### src/rtl/key_matrix_responder.sv
// -----------------------------------------------------------------------------
// key_matrix_responder
//   Device-side stand-in for a 4x4 active-low matrix keypad. A keypad scanner
//   drives the row lines; this block answers on the col lines as a real keypad
//   would. It presses one key per command, with pseudo-random contact chatter
//   after the press and release edges.
//
// Ports
//   clk        in   1       system clock
//   rst_n      in   1       asynchronous reset, active-low (sync release)
//   row        in   4       scanner row drive, active-low (row[r]=0 selects row r)
//   col        out  4       column return, active-low, idle 4'b1111 (registered)
//   cmd_valid  in   1       press command valid
//   cmd_ready  out  1       high while IDLE (command can be accepted)
//   cmd_key    in   4       key index: row = cmd_key[3:2], column = cmd_key[1:0]
//   cmd_hold   in   HOLD_W  extra cycles of clean contact (HOLD lasts cmd_hold+1)
//   busy       out  1       command in progress
//   done       out  1       one-cycle pulse when release chatter completes
// -----------------------------------------------------------------------------
module key_matrix_responder #(
  parameter int          BOUNCE_CYC = 64,
  parameter logic [15:0] LFSR_SEED  = 16'hACE1,
  parameter int          HOLD_W     = 24
) (
  input  logic              clk,
  input  logic              rst_n,
  input  logic [3:0]        row,
  output logic [3:0]        col,
  input  logic              cmd_valid,
  output logic              cmd_ready,
  input  logic [3:0]        cmd_key,
  input  logic [HOLD_W-1:0] cmd_hold,
  output logic              busy,
  output logic              done
);

  // Elaboration-time parameter checks.
  if (BOUNCE_CYC < 1) begin : g_bad_bounce_cyc
    $error("key_matrix_responder: BOUNCE_CYC must be at least 1");
  end
  if (LFSR_SEED == 16'h0000) begin : g_bad_lfsr_seed
    $error("key_matrix_responder: LFSR_SEED must be non-zero");
  end

  localparam int BC_W  = (BOUNCE_CYC > 1) ? $clog2(BOUNCE_CYC) : 1;
  localparam int CNT_W = (HOLD_W > BC_W) ? HOLD_W : BC_W;

  typedef enum logic [1:0] {
    IDLE    = 2'd0,
    PRESS_B = 2'd1,
    HOLD    = 2'd2,
    REL_B   = 2'd3
  } state_t;

  state_t             state, state_nx;
  logic [CNT_W-1:0]   cnt, cnt_nx;
  logic [15:0]        lfsr, lfsr_nx;
  logic [3:0]         key_q, key_nx;
  logic [HOLD_W-1:0]  hold_q, hold_nx;
  logic               contact, contact_nx;
  logic               done_nx;
  logic [3:0]         col_nx;

  // Fibonacci LFSR x^16+x^14+x^13+x^11+1, right-shifting form.
  function automatic logic [15:0] lfsr_step(input logic [15:0] s);
    return {s[0] ^ s[2] ^ s[3] ^ s[5], s[15:1]};
  endfunction

  // Next-state, counter and contact decode. The LFSR steps once for every
  // chatter cycle it supplies, so each bounce phase consumes BOUNCE_CYC bits.
  always_comb begin
    state_nx   = state;
    cnt_nx     = cnt;
    lfsr_nx    = lfsr;
    key_nx     = key_q;
    hold_nx    = hold_q;
    contact_nx = contact;
    done_nx    = 1'b0;
    case (state)
      IDLE: begin
        contact_nx = 1'b0;
        if (cmd_valid) begin
          state_nx   = PRESS_B;
          cnt_nx     = CNT_W'(BOUNCE_CYC - 1);
          key_nx     = cmd_key;
          hold_nx    = cmd_hold;
          contact_nx = lfsr[0];
          lfsr_nx    = lfsr_step(lfsr);
        end else begin
          state_nx = IDLE;
        end
      end
      PRESS_B: begin
        if (cnt == '0) begin
          state_nx   = HOLD;
          cnt_nx     = CNT_W'(hold_q);
          contact_nx = 1'b1;
        end else begin
          cnt_nx     = cnt - CNT_W'(1);
          contact_nx = lfsr[0];
          lfsr_nx    = lfsr_step(lfsr);
        end
      end
      HOLD: begin
        // Clean contact lasts exactly hold_q+1 cycles; chatter starts on REL_B entry.
        if (cnt == '0) begin
          state_nx   = REL_B;
          cnt_nx     = CNT_W'(BOUNCE_CYC - 1);
          contact_nx = lfsr[0];
          lfsr_nx    = lfsr_step(lfsr);
        end else begin
          cnt_nx     = cnt - CNT_W'(1);
          contact_nx = 1'b1;
        end
      end
      REL_B: begin
        if (cnt == '0) begin
          state_nx   = IDLE;
          contact_nx = 1'b0;
          done_nx    = 1'b1;
        end else begin
          cnt_nx     = cnt - CNT_W'(1);
          contact_nx = lfsr[0];
          lfsr_nx    = lfsr_step(lfsr);
        end
      end
      default: begin
        state_nx   = IDLE;
        contact_nx = 1'b0;
      end
    endcase
  end

  // Column return: only the latched key's row/column pair can pull a line low.
  always_comb begin
    col_nx = 4'b1111;
    if (contact && (row[key_q[3:2]] == 1'b0)) begin
      col_nx[key_q[1:0]] = 1'b0;
    end else begin
      col_nx = 4'b1111;
    end
  end

  // State and datapath registers.
  always_ff @(posedge clk or negedge rst_n) begin
    if (!rst_n) begin
      state   <= IDLE;
      cnt     <= '0;
      lfsr    <= LFSR_SEED;
      key_q   <= 4'd0;
      hold_q  <= '0;
      contact <= 1'b0;
    end else begin
      state   <= state_nx;
      cnt     <= cnt_nx;
      lfsr    <= lfsr_nx;
      key_q   <= key_nx;
      hold_q  <= hold_nx;
      contact <= contact_nx;
    end
  end

  // Registered outputs; ready/busy follow the state being entered.
  always_ff @(posedge clk or negedge rst_n) begin
    if (!rst_n) begin
      col       <= 4'b1111;
      cmd_ready <= 1'b1;
      busy      <= 1'b0;
      done      <= 1'b0;
    end else begin
      col       <= col_nx;
      cmd_ready <= (state_nx == IDLE);
      busy      <= (state_nx != IDLE);
      done      <= done_nx;
    end
  end

endmodule

### config.mk
export PLATFORM = sky130hd
export DESIGN_NAME = key_matrix_responder
export DESIGN_NICKNAME = d
export VERILOG_FILES = /design/src/rtl/key_matrix_responder.sv
export SDC_FILE = /design/constraint.sdc
export NUM_CORES = 1
export LEC_CHECK = 0
export BUFFER_PORTS_ARGS = -buffer_cell sky130_fd_sc_hd__buf_2
export CORE_ASPECT_RATIO = 0.6
export CORE_UTILIZATION = 33
export CTS_BUF_LIST = sky130_fd_sc_hd__clkbuf_8
export DETAILED_ROUTE_END_ITERATION = 6
export PLACE_DENSITY = 0.47
export SYNTH_ARGS = -nofsm -noshare
export SYNTH_HDL_FRONTEND = slang
export SYNTH_SLANG_ARGS = --single-unit
### constraint.sdc
create_clock -name clk -period 8 [get_ports clk]
set_input_delay 1.2 -clock clk [delete_from_list [all_inputs] [get_ports clk]]
set_output_delay 1.2 -clock clk [all_outputs]
set_load 0.02 [all_outputs]
==> key figures, run 1 <==
Status
  • Run status: completed

Timing
  • Clk_skew: about 0.0054 ns
  • Final worst-path cycle share: between 40 and 50%
  • Max_slew headroom: 24.8%
  • Final Max Slew Viols: 0
  • Unrepaired setup endpoints after global routing: false
  • FMAX: between 200 and 300 MHz
  • Hold Fails Final Rpt: 0
  • Worst slew pin tran: about 1.1 ns
  • Setup TNS: 0 ns
  • Fin worst setup slack: about 4.4 ns
  • Number of setup violations in the final report: 0
  • Min Tclk post-route: between 3 and 4 ns

Pwr
  • Maximum vdd drop: between 80 and 90 uV
  • Pwr Density: about 200 nW/um^2
  • Final total power: roughly 0.91 mW
  • Pleak: about 1.9 nW

Synthesis
  • FF+latch count, synth: ~80
  • Syn Std Cell Area: about 4000 um^2
  • Number of synthesized flops with an enable pin: 0
  • Post-Synth Adder-Cell Area: less than 1%
  • Cell variety after synth: a little over 60
  • Synthesized area per cell: 11.0 um^2
  • Area contributors post-synth: dfrtp_1 (41%), mux2_2 (9.9%), dfstp_2 (8.6%)
  • Net Count, Synth: 398
  • Asr flop ratio synth: 100%
  • Largest family of logic cells by synthesized area: simple AND/OR/NAND/NOR gates
  • Mux cell area share after synthesis: 13.9%
  • Synth Area in Compound Gates: between 10% and 20%
  • Top FF cell, synth: dfrtp_1
  • Post-Synth Simple-Gate Area: roughly 16%
  • Warnings from Yosys: 0
  • Gate Count Post-Synth: between 300 and 400
  • Yosys top cell area share: between 40 and 50%
  • Register area share after synthesis: between 40% and 50%
  • Post-Synth XOR/XNOR Area: approximately 3.3%
  • Leading area contributor after synthesis: dfrtp_1

Placed design
  • Place WS: 4.43 ns
  • Number of port buffers: 41
  • DP Wirelength: approximately 6200 um
  • Gpl congestion: between 0.8 and 0.9

Drt
  • 1st-iter DRT viols: 230
  • ANT nets after route: 0
  • Wirelength, routed: between 9000 and 10000 um
  • DR DRC count: 0
  • Vias per inst: approximately 5.2
  • Average wire per standard cell: 16.8 um
  • TritonRoute pass-1 iters: 4
  • Vias post-DR: between 2000 and 3000

GRT
  • GRT Overall Usage: ~16%
  • Number of global-route vias before repair: 2854
  • Largest net degree at the start of global routing: a little under 80
  • GRT overflow: 0
  • First-pass GRT wire length: between 15000 and 20000 um
  • Initial antenna violation count: 0

Clock tree
  • Cts bufs inserted: 9
  • Clock Root Buffer: clkbuf_8
  • Cts repair resizes: 0
  • Clock Pin Slew Worst Setup and Hold Paths: 0.08 ns
  • Hold buffers post-CTS: 0
  • Clock Sinks: 78
  • CTS tree: done
  • Worst skew pair latency: 0.35 ns
  • Post-CTS Repair Setup Buffers: 0
  • Clock buffer depth: 2
  • H-tree depth: 3

Worst setup path
  • CP required: just over 8 ns
  • Cells along the critical path: inv_1 -> ha_1 -> or4b_1 -> or3_1 -> nor2_1 -> nand2_1 -> o21ai_4 -> mux2_2
  • Flop-to-flop setup slack: roughly 4.4 ns
  • RR Startpoint: cnt[0]$_DFFE_PN0P_
  • Crit path max fanout: 17
  • Worst path arrival time: between 3 and 4 ns
  • Crit Path Category: flip-flop to flip-flop
  • Depth of the worst register-to-register path: 8
  • Slowest cell delay on critical path: a little over 0.6 ns
  • R2r endpoint: lfsr[4]$_DFFE_PN0P_
  • Critical Path Sink Type: flip-flop
  • Crit start category: flip-flop
  • Slowest stage cell, crit path: nor2_1

Floorplan
  • Die X: ~140 um
  • Core Box Area: approximately 11000 um^2
  • Core Rows: 30
  • I/O pin cnt: between 40 and 50
  • Die area: roughly 12000 um^2
  • Initial Util: between 30% and 40%
  • Die Y: slightly below 90 um

Worst hold path
  • Worst Hold Path EP: col[2]$_DFF_PN1_
  • Hold_sp: key_q[1]$_DFFE_PN0P_
  • HP Class: flip-flop to flip-flop
  • Hold Path Stages: 1

Finish
  • Layout cells sized above 1: between 30% and 40%
  • N_diodes: 0
  • Final layout net count: about 430
  • Area growth syn-to-layout: 13.6%

Run
  • Max-cap check violation count: 0
## layer usage
| metal | vias to the layer above | GRT usage (%) | part of all wire, % |
|---|---|---|---|
| met1 | 1436 | 25.8 | 54 |
| met4 | 0 | 3.87 | 0.58 |
| met2 | 73 | 21.7 | 39 |
| met5 | - | 0 | 0 |
| li1 | 1393 | - | - |
| met3 | 5 | 4.29 | 6.7 |
## stage by stage
step,hold slack [ns],util (%),area [um^2],cells
after global routing,0.494,39.2,4500,561
after floorplan,0.416,-,3970,361
after global placement,0.450,37.5,4300,545
final,0.459,39.2,4500,561
after detailed placement,0.447,37.5,4300,545
after CTS,0.461,39.2,4500,561
## logic make-up after synthesis
family | count (synthesis)
AO/OA/AOI/OAI | 77
XOR/XNOR | 15
adder cells (fa/ha/maj) | 2
buffers and inverters | 27
flip-flops | 78
multiplexers | 45
AND/OR/NAND/NOR | 117
## worst max-delay path by stage
| stage | start | end | slack (ns) | cells after the start |
|---|---|---|---|---|
| finish | cnt[0]$_DFFE_PN0P_ | lfsr[4]$_DFFE_PN0P_ | 4.41 | 8 |
| global route | cnt[0]$_DFFE_PN0P_ | lfsr[4]$_DFFE_PN0P_ | 4.22 | 8 |
| CTS | cnt[0]$_DFFE_PN0P_ | lfsr[4]$_DFFE_PN0P_ | 4.41 | 8 |
| detailed placement | cnt[0]$_DFFE_PN0P_ | lfsr[4]$_DFFE_PN0P_ | 4.43 | 8 |
| global placement | cnt[0]$_DFFE_PN0P_ | lfsr[4]$_DFFE_PN0P_ | 4.55 | 8 |
| floorplan | cmd_valid | hold_q[0]$_DFFE_PN0P_ | 5.38 | 5 |
## critical path: cells and delay by family, from the launching register on
family	cells	cell delay, ns
simple gates	4	1.79
compound gates	1	0.57
flops	1	0.45
mux	1	0.42
fa+ha+maj	1	0.15
buf+inv	1	0.11
## state kept, by name, indices dropped and copies added (netlist names)
signal,count
col,4
contact,1
hold_q,24
done,1
cmd_ready,1
state,2
cnt,24
busy,1
key_q,4
lfsr,16
## Yosys cell counts, types with 3 or more instances
master and count:
dfrtp_1 65, nand2b_1 3, nor2b_1 4, o31ai_1 3, nand3b_1 3, a31oi_1 5, a32oi_1 3, or3_1 5
nor3b_1 3, a211o_1 4, xnor2_1 13, dfstp_2 13, inv_1 7, mux2_4 9, clkbuf_1 12, nand3_1 17
nand2_1 16, nor4_1 7, or4_1 4, a21o_1 5, buf_6 3, nor3_1 8, a21oi_1 14, o211ai_1 5
mux2_2 35, o21ai_0 18, nor2_1 30
## placed cells by master, fill, tap and decap left out, drive strengths merged, types with 4 or more instances in the layout
| master | instances |
|---|---|
| inv | 9 |
| or3 | 5 |
| a31oi | 5 |
| a21oi | 15 |
| mux2 | 44 |
| dfrtp | 65 |
| xnor2 | 13 |
| nor2 | 30 |
| nor4 | 8 |
| or2 | 4 |
| o211ai | 5 |
| or4 | 5 |
| nand2 | 16 |
| nor3 | 9 |
| nor2b | 4 |
| buf | 43 |
| a21o | 5 |
| dfstp | 13 |
| a211o | 4 |
| o21ai | 21 |
| nand3 | 17 |
| clkbuf | 11 |
## where the power goes
part           internal, mW  total (mW)  switching, mW  leakage [nW]
logic                0.0640       0.124         0.0602         0.873
registers             0.429       0.475         0.0462         0.926
clock network         0.159       0.306          0.147         0.110
## area by class of cell
| cell class | instances | area (um^2) |
|---|---|---|
| Clock buffer | 11 | 151 |
| Clock inverter | 5 | 48.8 |
| Fill cell | 1160 | 6980 |
| Inverter | 8 | 30.0 |
| Multi-Input combinational cell | 256 | 1880 |
| Sequential cell | 78 | 1970 |
| Tap cell | 160 | 200 |
| Timing Repair Buffer | 43 | 223 |
Power figures use the tool's default switching activity.
==> inputs of run 2 (changes only) <==
--- a/config.mk
+++ b/config.mk
@@ -10,7 +10,7 @@
 export CORE_UTILIZATION = 33
 export CTS_BUF_LIST = sky130_fd_sc_hd__clkbuf_8
 export DETAILED_ROUTE_END_ITERATION = 6
-export PLACE_DENSITY = 0.47
+export PLACE_DENSITY = 0.49
 export SYNTH_ARGS = -nofsm -noshare
 export SYNTH_HDL_FRONTEND = slang
 export SYNTH_SLANG_ARGS = --single-unit
==> constraint.sdc (replaced) <==
create_clock -name clk -period 2.9 [get_ports clk]
set_input_delay 0.435 -clock clk [delete_from_list [all_inputs] [get_ports clk]]
set_output_delay 0.435 -clock clk [all_outputs]
set_load 0.02 [all_outputs]
==> key figures, run 2 (synthesized netlist as in run 1, its figures left out) <==
GRT
  • Number of global-route vias before repair: 2848 (was 2854)
  • First-pass GRT wire length: 15200 um (was 15500 um)
  • Initial antenna violation count: 0 (unchanged)
  • GRT Overall Usage: 16.1% (was 16.4%)
  • Largest net degree at the start of global routing: 79 (unchanged)
  • GRT overflow: 0 (unchanged)

Drt
  • Vias post-DR: 2964 (was 2907)
  • ANT nets after route: 0 (unchanged)
  • Vias per inst: 5.15 (was 5.18)
  • DR DRC count: 0 (unchanged)
  • Wirelength, routed: 9300 um (was 9430 um)
  • 1st-iter DRT viols: 211 (was 230)
  • TritonRoute pass-1 iters: 5 (was 4)
  • Average wire per standard cell: 16.2 um (was 16.8 um)

Timing
  • Min Tclk post-route: 2.77 ns (was 3.59 ns)
  • Clk_skew: 0.0113 ns (was 0.00538 ns)
  • Final worst-path cycle share: 95.6% (was 44.8%)
  • Fin worst setup slack: 0.128 ns (was 4.41 ns)
  • Max_slew headroom: 34.7% (was 24.8%)
  • FMAX: 361 MHz (was 279 MHz)
  • Hold WS: 0.239 ns (was 0.459 ns)
  • Setup TNS: 0 ns (unchanged)
  • Hold Fails Final Rpt: 0 (unchanged)
  • Final Max Slew Viols: 0 (unchanged)
  • Unrepaired setup endpoints after global routing: false (unchanged)
  • Number of setup violations in the final report: 0 (unchanged)
  • Worst slew pin tran: 0.979 ns (was 1.12 ns)

Floorplan
  • Core Rows: 30 (unchanged)
  • Die X: 144 um (unchanged)
  • Die area: 12500 um^2 (unchanged)
  • I/O pin cnt: 42 (unchanged)
  • Core Box Area: 11500 um^2 (unchanged)
  • Die Y: 86.9 um (unchanged)
  • Initial Util: 34.5% (unchanged)

Placed design
  • DP Wirelength: 6510 um (was 6240 um)
  • Number of port buffers: 41 (unchanged)
  • Gpl congestion: 0.799 (was 0.827)
  • Place WS: 0.167 ns (was 4.43 ns)
  • Dpl cell area: 4420 um^2 (was 4300 um^2)
  • Dpl cells: 560 (was 545)

Pwr
  • Pwr Density: 549 nW/um^2 (was 201 nW/um^2)
  • Maximum vdd drop: 238 uV (was 80.5 uV)
  • Internal power: 1.87 mW (was 0.652 mW)
  • NetSw: 0.683 mW (was 0.254 mW)
  • Sequential power share: 51.4% (was 52.5%)
  • Pleak: 2.00 nW (was 1.91 nW)
  • Clock power share: 35.4% (was 33.8%)
  • Sw frac: 26.8% (was 28.0%)
  • Final total power: 2.55 mW (was 0.905 mW)
  • Combinational power share: 13.2% (was 13.7%)

Run
  • Max-cap check violation count: 0 (unchanged)

Finish
  • Final instance area: 4640 um^2 (was 4500 um^2)
  • Final layout net count: 448 (was 433)
  • Fillers: 1128 (was 1160)
  • Biggest regs: cnt: 24 flops, hold_q: 24 flops, lfsr: 16 flops (unchanged)
  • N_diodes: 0 (unchanged)
  • Post-Layout Cell Count: 576 (was 561)
  • Post-layout util: 40.4% (was 39.2%)
  • Most frequent cells in the layout: dfrtp_1 (65), buf_2 (40), mux2_2 (35) (unchanged)
  • Layout cells sized above 1: 34.1% (was 31.9%)
  • Most common cell after layout, fill and taps aside: dfrtp_1 (unchanged)
  • Area growth syn-to-layout: 17.1% (was 13.6%)

Worst setup path
  • Depth of the worst register-to-register path: 9 (was 8)
  • Crit path max fanout: 17 (unchanged)
  • Crit start category: flip-flop (unchanged)
  • Worst path arrival time: 3.01 ns (was 3.83 ns)
  • CP required: 3.14 ns (was 8.24 ns)
  • Slowest cell delay on critical path: 0.57 ns (was 0.62 ns)
  • R2r endpoint: lfsr[4]$_DFFE_PN0P_ (unchanged)
  • Critical Path Sink Type: flip-flop (unchanged)
  • RR Startpoint: cnt[0]$_DFFE_PN0P_ (unchanged)
  • CP bufs+invs: 2 (was 1)
  • Flop-to-flop setup slack: 0.13 ns (was 4.41 ns)
  • Worst path top cell family by delay: simple AND/OR/NAND/NOR gates (unchanged)
  • Cells along the critical path: inv_1 -> ha_1 -> or4b_1 -> or3_1 -> nor2_1 -> nand2_1 -> o21ai_4 -> buf_12 -> mux2_2 (was inv_1 -> ha_1 -> or4b_1 -> or3_1 -> nor2_1 -> nand2_1 -> o21ai_4 -> mux2_2)
  • Crit Path Category: flip-flop to flip-flop (unchanged)
  • Slowest stage cell, crit path: or4b_1 (was nor2_1)

Clock tree
  • Hold buffers post-CTS: 0 (unchanged)
  • Post-CTS Repair Setup Buffers: 0 (unchanged)
  • Cts repair resizes: 0 (unchanged)
  • H-tree depth: 3 (unchanged)
  • Cts bufs inserted: 9 (unchanged)
  • Worst skew pair latency: 0.36 ns (was 0.35 ns)
  • CTS tree: done (unchanged)
  • Clock Root Buffer: clkbuf_8 (unchanged)
  • Clock buffer depth: 2 (unchanged)
  • Clock Pin Slew Worst Setup and Hold Paths: 0.08 ns (about the same)
  • Clock Sinks: 78 (unchanged)

Status
  • Run status: completed (unchanged)

Worst hold path
  • HP Class: input pin to async pin (was flip-flop to flip-flop)
==> run 2: changes by cell type in the layout (fill, tap and decap cells not counted), sizes merged <==
cell,delta
clkinv,-2
clkbuf,-1
buf,+15
inv,+1
bufinv,+1
clkinvlp,+1
==> run 2: power by group through the flow <==
stage               sequential (mW)  combinational, mW  clock, mW
floorplan                      1.29              0.249          0
global placement               1.32              0.327          0
detailed placement             1.33              0.341          0
CTS                            1.31              0.341      0.938
global route                   1.34              0.387      0.985
finish                         1.31              0.336      0.903
==> run 2: worst max-delay path by stage <==
stage | cells after the start | endpoint | slack (ns) | startpoint
after floorplan | 9 | lfsr[12]$_DFFE_PN0P_ | 0.28 | cnt[16]$_DFFE_PN0P_
after global placement | 9 | lfsr[4]$_DFFE_PN0P_ | 0.24 | cnt[0]$_DFFE_PN0P_
after detailed placement | 9 | lfsr[4]$_DFFE_PN0P_ | 0.17 | cnt[0]$_DFFE_PN0P_
after CTS | 9 | lfsr[4]$_DFFE_PN0P_ | 0.13 | cnt[0]$_DFFE_PN0P_
after global routing | 9 | lfsr[2]$_DFFE_PN0P_ | 0.01 | cnt[0]$_DFFE_PN0P_
final | 9 | lfsr[4]$_DFFE_PN0P_ | 0.13 | cnt[0]$_DFFE_PN0P_
==> run 2: final cells by class <==
cell class / instances / area, um^2 / share of cell area [%]
Timing Repair Buffer: 58 / 348 / 7.49
Multi-Input combinational cell: 256 / 1880 / 40.4
Clock inverter: 6 / 85.1 / 1.83
Tap cell: 160 / 200 / 4.31
Clock buffer: 10 / 138 / 2.96
Inverter: 8 / 30.0 / 0.647
Sequential cell: 78 / 1970 / 42.4
==> run 2: routing by layer <==
metal  track usage, %  share of wire [%]  up-vias
met5                0                  0        -
met4             3.77               0.85        0
met3             4.34                6.1        9
met2             20.5                 38       80
met1             25.8                 55     1450
li1                 -                  -     1425
==> run 2: worst register-to-register path, delay by kind of cell (launching register included) <==
kind	cells	cell delay, ns
adders and majority gates	1	0.15
buffers and inverters	2	0.30
AOI/OAI and AO/OA	1	0.16
muxes	1	0.35
DFF	1	0.46
and+or+nand+nor	4	1.25
==> inputs of run 3 (changes only) <==
--- a/config.mk
+++ b/config.mk
@@ -7,10 +7,10 @@
 export LEC_CHECK = 0
 export BUFFER_PORTS_ARGS = -buffer_cell sky130_fd_sc_hd__buf_2
 export CORE_ASPECT_RATIO = 0.6
-export CORE_UTILIZATION = 33
+export CORE_UTILIZATION = 35
 export CTS_BUF_LIST = sky130_fd_sc_hd__clkbuf_8
 export DETAILED_ROUTE_END_ITERATION = 6
-export PLACE_DENSITY = 0.49
+export PLACE_DENSITY = 0.51
 export SYNTH_ARGS = -nofsm -noshare
 export SYNTH_HDL_FRONTEND = slang
 export SYNTH_SLANG_ARGS = --single-unit
==> key figures, run 3 (synthesized netlist as in run 1, its figures left out) <==
Worst setup path
  • Critical Path Start: cnt[0]$_DFFE_PN0P_ (unchanged)
  • RR Startpoint: cnt[0]$_DFFE_PN0P_ (unchanged)
  • Crit start category: flip-flop (unchanged)
  • Worst path top cell family by delay: simple AND/OR/NAND/NOR gates (unchanged)
  • Cells along the critical path: inv_1 -> ha_1 -> or4b_1 -> or3_1 -> nor2_1 -> nand2_1 -> o21ai_4 -> buf_12 -> mux2_2 (unchanged)
  • Flop-to-flop setup slack: 0.17 ns (was 0.13 ns)
  • R2r endpoint: lfsr[4]$_DFFE_PN0P_ (unchanged)
  • Crit Path Category: flip-flop to flip-flop (unchanged)
  • Depth of the worst register-to-register path: 9 (unchanged)
  • Slowest cell delay on critical path: 0.55 ns (was 0.57 ns)
  • Crit path max fanout: 17 (unchanged)
  • CP required: 3.14 ns (about the same)
  • CP bufs+invs: 2 (unchanged)
  • Worst path arrival time: 2.97 ns (was 3.01 ns)
  • Slowest stage cell, crit path: or4b_1 (unchanged)
  • Critical Path Sink Type: flip-flop (unchanged)

Finish
  • Most frequent cells in the layout: dfrtp_1 (65), buf_2 (40), mux2_2 (35) (unchanged)
  • Biggest regs: cnt: 24 flops, hold_q: 24 flops, lfsr: 16 flops (unchanged)
  • Fillers: 1038 (was 1128)
  • Layout cells sized above 1: 34.1% (about the same)
  • Area growth syn-to-layout: 15.3% (was 17.1%)
  • Multi-input logic area: 1880 um^2 (unchanged)
  • Most common cell after layout, fill and taps aside: dfrtp_1 (unchanged)
  • N_diodes: 0 (unchanged)
  • Reg area: 1970 um^2 (unchanged)
  • Final instance area: 4570 um^2 (was 4640 um^2)
  • Final layout net count: 449 (was 448)

GRT
  • Number of global-route vias before repair: 2843 (was 2848)
  • Initial antenna violation count: 0 (unchanged)
  • First-pass GRT wire length: 15100 um (was 15200 um)
  • GRT Overall Usage: 16.6% (was 16.1%)
  • Largest net degree at the start of global routing: 79 (unchanged)
  • GRT overflow: 0 (unchanged)

Clock tree
  • Hold buffers post-CTS: 0 (unchanged)
  • Clock Root Buffer: clkbuf_8 (unchanged)
  • Worst skew pair latency: 0.36 ns (about the same)
  • Clock buffer depth: 2 (unchanged)
  • CTS tree: done (unchanged)
  • Cts bufs inserted: 9 (unchanged)
  • Cts repair resizes: 0 (unchanged)
  • H-tree depth: 3 (unchanged)
  • Post-CTS Repair Setup Buffers: 0 (unchanged)
  • Clock Sinks: 78 (unchanged)
  • Clock Pin Slew Worst Setup and Hold Paths: 0.08 ns (about the same)

Floorplan
  • Core Rows: 29 (was 30)
  • Die area: 11800 um^2 (was 12500 um^2)
  • I/O pin cnt: 42 (unchanged)
  • Initial Util: 36.8% (was 34.5%)
  • Core Box Area: 10800 um^2 (was 11500 um^2)
  • Die Y: 84.4 um (was 86.9 um)
  • Die X: 139 um (was 144 um)

Drt
  • 1st-iter DRT viols: 222 (was 211)
  • DR DRC count: 0 (unchanged)
  • Wirelength, routed: 9080 um (was 9300 um)
  • Vias per inst: 5.35 (was 5.15)
  • TritonRoute pass-1 iters: 4 (was 5)
  • Vias post-DR: 2973 (was 2964)
  • ANT nets after route: 0 (unchanged)
  • Average wire per standard cell: 16.3 um (was 16.2 um)

Placed design
  • DP Wirelength: 6310 um (was 6510 um)
  • Number of port buffers: 41 (unchanged)
  • Gpl congestion: 0.843 (was 0.799)
  • Dpl cell area: 4400 um^2 (was 4420 um^2)

Timing
  • Setup TNS: 0 ns (unchanged)
  • Number of setup violations in the final report: 0 (unchanged)
  • Clk_skew: 0.0139 ns (was 0.0113 ns)
  • Final Max Slew Viols: 0 (unchanged)
  • Max_slew headroom: 32.7% (was 34.7%)
  • FMAX: 367 MHz (was 361 MHz)
  • Final worst-path cycle share: 94.1% (was 95.6%)
  • Min Tclk post-route: 2.73 ns (was 2.77 ns)
  • Unrepaired setup endpoints after global routing: false (unchanged)
  • Hold Fails Final Rpt: 0 (unchanged)
  • Worst slew pin tran: 1.01 ns (was 0.979 ns)

Pwr
  • Pleak: 1.98 nW (was 2.00 nW)
  • Internal power: 1.68 mW (was 1.87 mW)
  • NetSw: 0.674 mW (was 0.683 mW)
  • Sequential power share: 55.5% (was 51.4%)
  • Maximum vdd drop: 230 uV (was 238 uV)
  • Pwr Density: 516 nW/um^2 (was 549 nW/um^2)
  • Combinational power share: 14.1% (was 13.2%)
  • Sw frac: 28.6% (was 26.8%)
  • Clock power share: 30.4% (was 35.4%)

Status
  • Run status: completed (unchanged)

Worst hold path
  • HP Class: input pin to async pin (unchanged)

Run
  • Max-cap check violation count: 0 (unchanged)
[run 3: cell count changes in the layout (fill, tap and decap cells not counted), sizes merged]
cell	change
buf	+1
clkinvlp	+1
bufinv	-2
clkinv	+1
[run 3: worst max path at each step]
stage,endpoint,slack [ns],cells after the start
detailed placement,lfsr[4]$_DFFE_PN0P_,0.20,9
finish,lfsr[4]$_DFFE_PN0P_,0.17,9
global route,lfsr[1]$_DFFE_PN0P_,0.008,9
CTS,lfsr[4]$_DFFE_PN0P_,0.17,9
global placement,lfsr[2]$_DFFE_PN0P_,0.24,9
floorplan,lfsr[12]$_DFFE_PN0P_,0.28,9
[run 3: layout make-up]
cell class                 count  share of cell area, %
clock buffer                  10                   3.01
clock inverter                 6                  0.711
inverter                       8                  0.657
multi-input combinational    256                   41.0
sequential                    78                   43.0
tap                          139                   3.80
timing repair buffer          59                   7.77
[run 3: power groups by stage]
stage / Clock, mW / Combinational (mW) / Sequential, mW
floorplan: 0 / 0.249 / 1.29
global placement: 0 / 0.326 / 1.32
detailed placement: 0 / 0.336 / 1.33
CTS: 0.749 / 0.339 / 1.31
global route: 0.795 / 0.379 / 1.33
finish: 0.717 / 0.334 / 1.31
[run 3: worst reg2reg max path: cells and delay by family, from the launching register on]
kind / cells / cell delay [ns]
AND/OR/NAND/NOR: 4 / 1.22
multiplexers: 1 / 0.35
flip-flops: 1 / 0.45
adder cells (fa/ha/maj): 1 / 0.14
buffers and inverters: 2 / 0.29
AO/OA/AOI/OAI: 1 / 0.17
[run 3: per-layer routing]
metal  up-vias  track usage (%)  routed length (um)
li1       1424                -                   -
met5         -                0                   0
met4         0             4.24                  78
met2        94             21.7                3480
met1      1447             26.0                4920
met3         8             4.68                 599
[run 3: through the flow]
stage / hold slack, ns / total power [mW] / utilization, % / setup WS, ns / std cells
floorplan: 0.139 / 1.54 / - / 0.278 / 361
global placement: 0.445 / 1.65 / 40.9 / 0.235 / 540
detailed placement: 0.446 / 1.66 / 40.9 / 0.202 / 540
CTS: 0.275 / 2.39 / 42.4 / 0.173 / 556
global route: 0.290 / 2.50 / 42.4 / 0.00800 / 556
finish: 0.236 / 2.36 / 42.4 / 0.172 / 556
